**src/rtl/regfile_scoreboard.sv**
```systemverilog
// Architectural register file with write-through bypass and a per-register
// pending scoreboard that raises stall on RAW/WAW hazards against in-flight writes.
module regfile_scoreboard #(
  parameter int unsigned nregs = 32,
  parameter int unsigned nbits = 32
) (
  input  logic                     clk,
  input  logic                     rst,
  input  logic [$clog2(nregs)-1:0] rs1_addr,
  input  logic                     rs1_en,
  output logic [nbits-1:0]         rs1_data,
  input  logic [$clog2(nregs)-1:0] rs2_addr,
  input  logic                     rs2_en,
  output logic [nbits-1:0]         rs2_data,
  input  logic                     issue_val,
  input  logic [$clog2(nregs)-1:0] issue_waddr,
  input  logic                     wb_en,
  input  logic [$clog2(nregs)-1:0] wb_addr,
  input  logic [nbits-1:0]         wb_data,
  output logic                     stall,
  output logic [nregs-1:0]         pending
);

  localparam int unsigned aw = $clog2(nregs);

  logic [nbits-1:0] regs [nregs];
  logic [nregs-1:0] pending_nxt;
  logic             raw1;
  logic             raw2;
  logic             waw;
  logic             issue_fire;

  // Operand reads: bypass the writeback value when it targets the same non-zero register
  always_comb begin
    rs1_data = regs[rs1_addr];
    rs2_data = regs[rs2_addr];
    if (wb_en && (wb_addr == rs1_addr) && (rs1_addr != aw'(0))) rs1_data = wb_data;
    if (wb_en && (wb_addr == rs2_addr) && (rs2_addr != aw'(0))) rs2_data = wb_data;
  end

  // Hazards: a pending register being written back this cycle is already safe
  always_comb begin
    raw1  = rs1_en && (rs1_addr != aw'(0)) && pending[rs1_addr]
            && !(wb_en && (wb_addr == rs1_addr));
    raw2  = rs2_en && (rs2_addr != aw'(0)) && pending[rs2_addr]
            && !(wb_en && (wb_addr == rs2_addr));
    waw   = issue_val && (issue_waddr != aw'(0)) && pending[issue_waddr]
            && !(wb_en && (wb_addr == issue_waddr));
    stall = raw1 || raw2 || waw;
    issue_fire = issue_val && !stall;
  end

  // Clear on writeback first, then set on issue so the newer writer owns the register
  always_comb begin
    pending_nxt = pending;
    if (wb_en) pending_nxt[wb_addr] = 1'b0;
    if (issue_fire && (issue_waddr != aw'(0))) pending_nxt[issue_waddr] = 1'b1;
  end

  always_ff @(posedge clk) begin
    if (rst) begin
      pending <= '0;
      for (int unsigned i = 0; i < nregs; i++) regs[i] <= '0;
    end else begin
      pending <= pending_nxt;
      if (wb_en && (wb_addr != aw'(0))) regs[wb_addr] <= wb_data;
    end
  end

endmodule

```
**config.mk**
```make
export PLATFORM = sky130hd
export DESIGN_NAME = regfile_scoreboard
export DESIGN_NICKNAME = d
export VERILOG_FILES = /design/src/rtl/regfile_scoreboard.sv
export SDC_FILE = /design/constraint.sdc
export NUM_CORES = 2
export LEC_CHECK = 0
export CAP_MARGIN = 20
export CORE_MARGIN = 2
export CORE_UTILIZATION = 33
export CTS_CLUSTER_DIAMETER = 150
export DETAILED_ROUTE_END_ITERATION = 10
export SLEW_MARGIN = 5
export SYNTH_ARGS = -nofsm -noshare
export SYNTH_HDL_FRONTEND = slang
export SYNTH_SLANG_ARGS = --single-unit
```
**constraint.sdc**
```tcl
create_clock -name clk -period 3.9 [get_ports clk]
set_input_delay 0.39 -clock clk [delete_from_list [all_inputs] [get_ports clk]]
set_output_delay 0.39 -clock clk [all_outputs]
set_load 0.005 [all_outputs]
```
==> metrics.txt <==
# TYPE chip_impl_metric gauge
chip_impl_info{name="outcome",value="finished, final reports clean"} 1
chip_impl_metric{name="postRouteAntennaNets",unit=""} 0
chip_impl_metric{name="io_pins",unit=""} 155
chip_impl_metric{name="min_period",unit="ns"} 3.69
chip_impl_metric{name="yosys_register_bits",unit=""} 1056
chip_impl_info{name="post-synth-top-count-cell",value="sky130_fd_sc_hd__edfxtp_1"} 1
chip_impl_metric{name="final_setup_violating_endpoints",unit=""} 0
chip_impl_metric{name="stdcell_area",unit="mm²"} 0.0672
chip_impl_metric{name="cellLeakagePower",unit="nW"} 22.3
chip_impl_metric{name="cts_hold_buf",unit=""} 0
chip_impl_metric{name="final.period_utilization",unit="%"} 94.7
chip_impl_metric{name="mean_syn_cell_area",unit="µm²"} 15.8
chip_impl_metric{name="placementRows",unit=""} 152
chip_impl_metric{name="yosysTopAreaCellShare",unit="%"} 53.8
chip_impl_metric{name="clk_path_buf_depth",unit=""} 3
chip_impl_metric{name="yosys_warning_count",unit=""} 0
chip_impl_metric{name="clkSinkCount",unit=""} 1056
chip_impl_metric{name="flow.area_growth_from_synthesis",unit="%"} 17.6
chip_impl_info{name="grt_setup_unrepaired",value="no"} 1
chip_impl_info{name="synthFlopType",value="sky130_fd_sc_hd__edfxtp_1"} 1
chip_impl_info{name="hold_path_class",value="input pin to register"} 1
chip_impl_metric{name="core_area",unit="mm²"} 0.172
chip_impl_metric{name="slew_violations",unit=""} 0
chip_impl_metric{name="clock.fmax",unit="MHz"} 271
chip_impl_metric{name="total_routed_wirelength",unit="µm"} 199000
chip_impl_metric{name="detail_route.drc_violations",unit=""} 0
chip_impl_metric{name="gpl.final_weighted_congestion",unit=""} 0.864
chip_impl_metric{name="first_global_vias",unit=""} 35700
chip_impl_metric{name="area.sequential",unit="mm²"} 0.0314
chip_impl_info{name="crit_path_end_kind",value="output pin"} 1
chip_impl_metric{name="pre_repair_dr_iteration_count",unit=""} 6
chip_impl_metric{name="timing.max_cap.violations",unit=""} 0
chip_impl_metric{name="tightestPinTransition",unit="ns"} 1.00
chip_impl_metric{name="grt_pass1_wl",unit="µm"} 278000
chip_impl_metric{name="arrival",unit="ns"} 3.30
chip_impl_metric{name="final_layout_size_suffix_gt1_share",unit="%"} 29.9
chip_impl_info{name="worstSetupPathType",value="register to output pin"} 1
chip_impl_metric{name="critical_path_buf_inv_count",unit=""} 1
chip_impl_metric{name="number_of_different_library_cells_in_the_post_synthesis_netlist",unit=""} 45
chip_impl_metric{name="tritoncts.num_buffers",unit=""} 108
chip_impl_metric{name="critical-path-max-stage-delay",unit="ns"} 0.56
chip_impl_metric{name="pre_cts_slack",unit="ns"} 0.227
chip_impl_info{name="yosysTopAreaCell",value="sky130_fd_sc_hd__edfxtp_1"} 1
chip_impl_metric{name="cts_resized",unit=""} 0
chip_impl_info{name="cp_cell_sequence",value="mux4_2 -> mux4_2 -> mux2i_1 -> o21ai_0 -> clkdlybuf4s50_1"} 1
chip_impl_metric{name="synth_async_sr_flop_share",unit="%"} 0
chip_impl_metric{name="viasPerCell",unit=""} 5.76
chip_impl_metric{name="chipHeight",unit="µm"} 420
chip_impl_metric{name="wl_per_cell",unit="µm"} 32.3
chip_impl_metric{name="fillers",unit=""} 15700
chip_impl_metric{name="globalRoute.totalOverflow",unit=""} 0
chip_impl_metric{name="clock_pin_slew_reported_for_the_worst_setup_and_hold_paths_after_clock_tree_synthesis",unit="ns"} 0.07
chip_impl_metric{name="multiInputGateArea",unit="mm²"} 0.0247
chip_impl_metric{name="buffer_ports.inserted",unit=""} 154
chip_impl_metric{name="post_cts.repair.setup_buffers",unit=""} 0
chip_impl_metric{name="maxSlewHeadroom",unit="%"} 33.3
chip_impl_metric{name="route.vias.total",unit=""} 35500
chip_impl_metric{name="ys_seq_area_share",unit="%"} 54.9
chip_impl_info{name="synth_top_cells_by_count",value="sky130_fd_sc_hd__edfxtp_1 (1,024), sky130_fd_sc_hd__and2_1 (996), sky130_fd_sc_hd__mux4_2 (662), sky130_fd_sc_hd__clkbuf_1 (282), sky130_fd_sc_hd__nand2_1 (102)"} 1
chip_impl_metric{name="dieWidth",unit="µm"} 420
chip_impl_metric{name="worst_clock_skew",unit="ns"} 0.0123
chip_impl_metric{name="post_synth_inst_count",unit=""} 3612
chip_impl_metric{name="drt_iter0_drc",unit=""} 4915
chip_impl_metric{name="hpwlAfterDp",unit="µm"} 115000
chip_impl_info{name="cts_tree",value="yes"} 1
chip_impl_metric{name="timing_hold_violations_final",unit=""} 0
chip_impl_metric{name="post_synthesis_cell_area",unit="mm²"} 0.0572
chip_impl_metric{name="critPathMaxFanout",unit=""} 2
chip_impl_info{name="synth.area.top_cells",value="sky130_fd_sc_hd__edfxtp_1 (54%), sky130_fd_sc_hd__mux4_2 (26%), sky130_fd_sc_hd__and2_1 (11%)"} 1
chip_impl_metric{name="globalRouteTotalUtil",unit="%"} 22.5
chip_impl_metric{name="synth-edff-count",unit=""} 1024
chip_impl_metric{name="finish.net_count",unit=""} 3804
chip_impl_metric{name="post_place_cell_area",unit="mm²"} 0.0635
chip_impl_metric{name="vdd.ir_drop.worst",unit="mV"} 0.354
chip_impl_metric{name="power_per_cell_area",unit="mW/mm²"} 419
chip_impl_metric{name="die_outline_area",unit="mm²"} 0.177
chip_impl_info{name="crit_family",value="multiplexers"} 1
chip_impl_metric{name="clock_insertion_delay_worst_skew",unit="ns"} 0.72
chip_impl_info{name="worst_path_max_delay_cell",value="sky130_fd_sc_hd__mux4_2"} 1
chip_impl_metric{name="largest_net_degree_at_the_start_of_global_routing",unit=""} 51
chip_impl_metric{name="initial_utilization",unit="%"} 33.3
chip_impl_metric{name="setup_slack",unit="ns"} 0.206
chip_impl_metric{name="antenna_found_initial",unit=""} 14
chip_impl_info{name="root_buffer",value="sky130_fd_sc_hd__clkbuf_16"} 1
chip_impl_metric{name="cts.htree.levels",unit=""} 3
chip_impl_info{name="timing.critical_path.mode_cell",value="sky130_fd_sc_hd__mux4_2"} 1
chip_impl_metric{name="crit_required",unit="ns"} 3.51
chip_impl_metric{name="design_power_total",unit="W"} 0.0281
chip_impl_info{name="worstSetupStartpointType",value="register"} 1
[worst paths after layout]
check	from	end	slack, ns	depth (start not counted)
hold reg to reg	pending[24]	pending[24]	0.52	2
setup / recovery	regs[14][26]	rs2_data[26]	0.21	5
hold / removal	rst	regs[0][31]	0.27	2
setup reg to reg	pending[19]	pending[27]	1.49	8
[flip-flops by register name (all words and copies together), names as in the netlist]
register  cells
pending      32
regs       1024
[routing by layer]
metal  track usage (%)  wire length (µm)  up-vias
met3              3.28             16100      408
met4              10.4              9650        2
met1              28.8             74400    18800
met5                 0                13        -
li1                  -                 -    14300
met2              37.7             98700     1951
[through the flow]
step                      hold slack, ns  util (%)  instances  setup TNS (ns)
after global routing               0.253      39.1       6147               0
after floorplan                    0.482         -       3643          -37.38
after CTS                          0.221      39.1       6143               0
after detailed placement           0.516      37.0       5944               0
after global placement             0.514      37.0       5944               0
final                              0.269      39.1       6154               0
[report_power, final]
| group | total (W) | switching (W) | internal (W) | leakage [nW] |
|---|---|---|---|---|
| clock | 0.0109 | 0.00459 | 0.00631 | 1.77 |
| combinational | 0.00389 | 0.00202 | 0.00187 | 10.5 |
| sequential | 0.0134 | 0.000307 | 0.0130 | 10.0 |
| total | 0.0281 | 0.00692 | 0.0212 | 22.3 |
[area by class of cell]
cell class	instances	share of cell area, %
Multi-Input combinational cell	2177	36.8
Tap cell	2310	4.30
Sequential cell	1056	46.7
Antenna cell	9	0.0335
Clock buffer	130	4.17
Inverter	7	0.0409
Clock inverter	69	1.23
Timing Repair Buffer	396	6.78
[logic make-up after synthesis]
| group | Yosys count | share of synthesized area (%) |
|---|---|---|
| AOI/OAI and AO/OA | 156 | 1.54 |
| muxes | 737 | 27.4 |
| other | 1 | 0.00656 |
| and+or+nand+nor | 1237 | 12.8 |
| buffers and inverters | 410 | 3.11 |
| xor gates and xnor gates | 15 | 0.230 |
| DFF | 1056 | 54.9 |
[placed cells by master (no fill, tap or decap), drive strengths merged, types with 14 or more instances in the layout]
cell / n
edfxtp: 1024
and2: 996
mux4: 662
buf: 252
clkdlybuf4s50: 144
clkbuf: 130
o21ai: 126
nand2: 102
mux2i: 74
nor2: 49
clkinv: 45
dfxtp: 32
conb: 32
nand4: 25
nand3: 23
bufinv: 18
o211ai: 14
(Power assumes the default switching activity.)
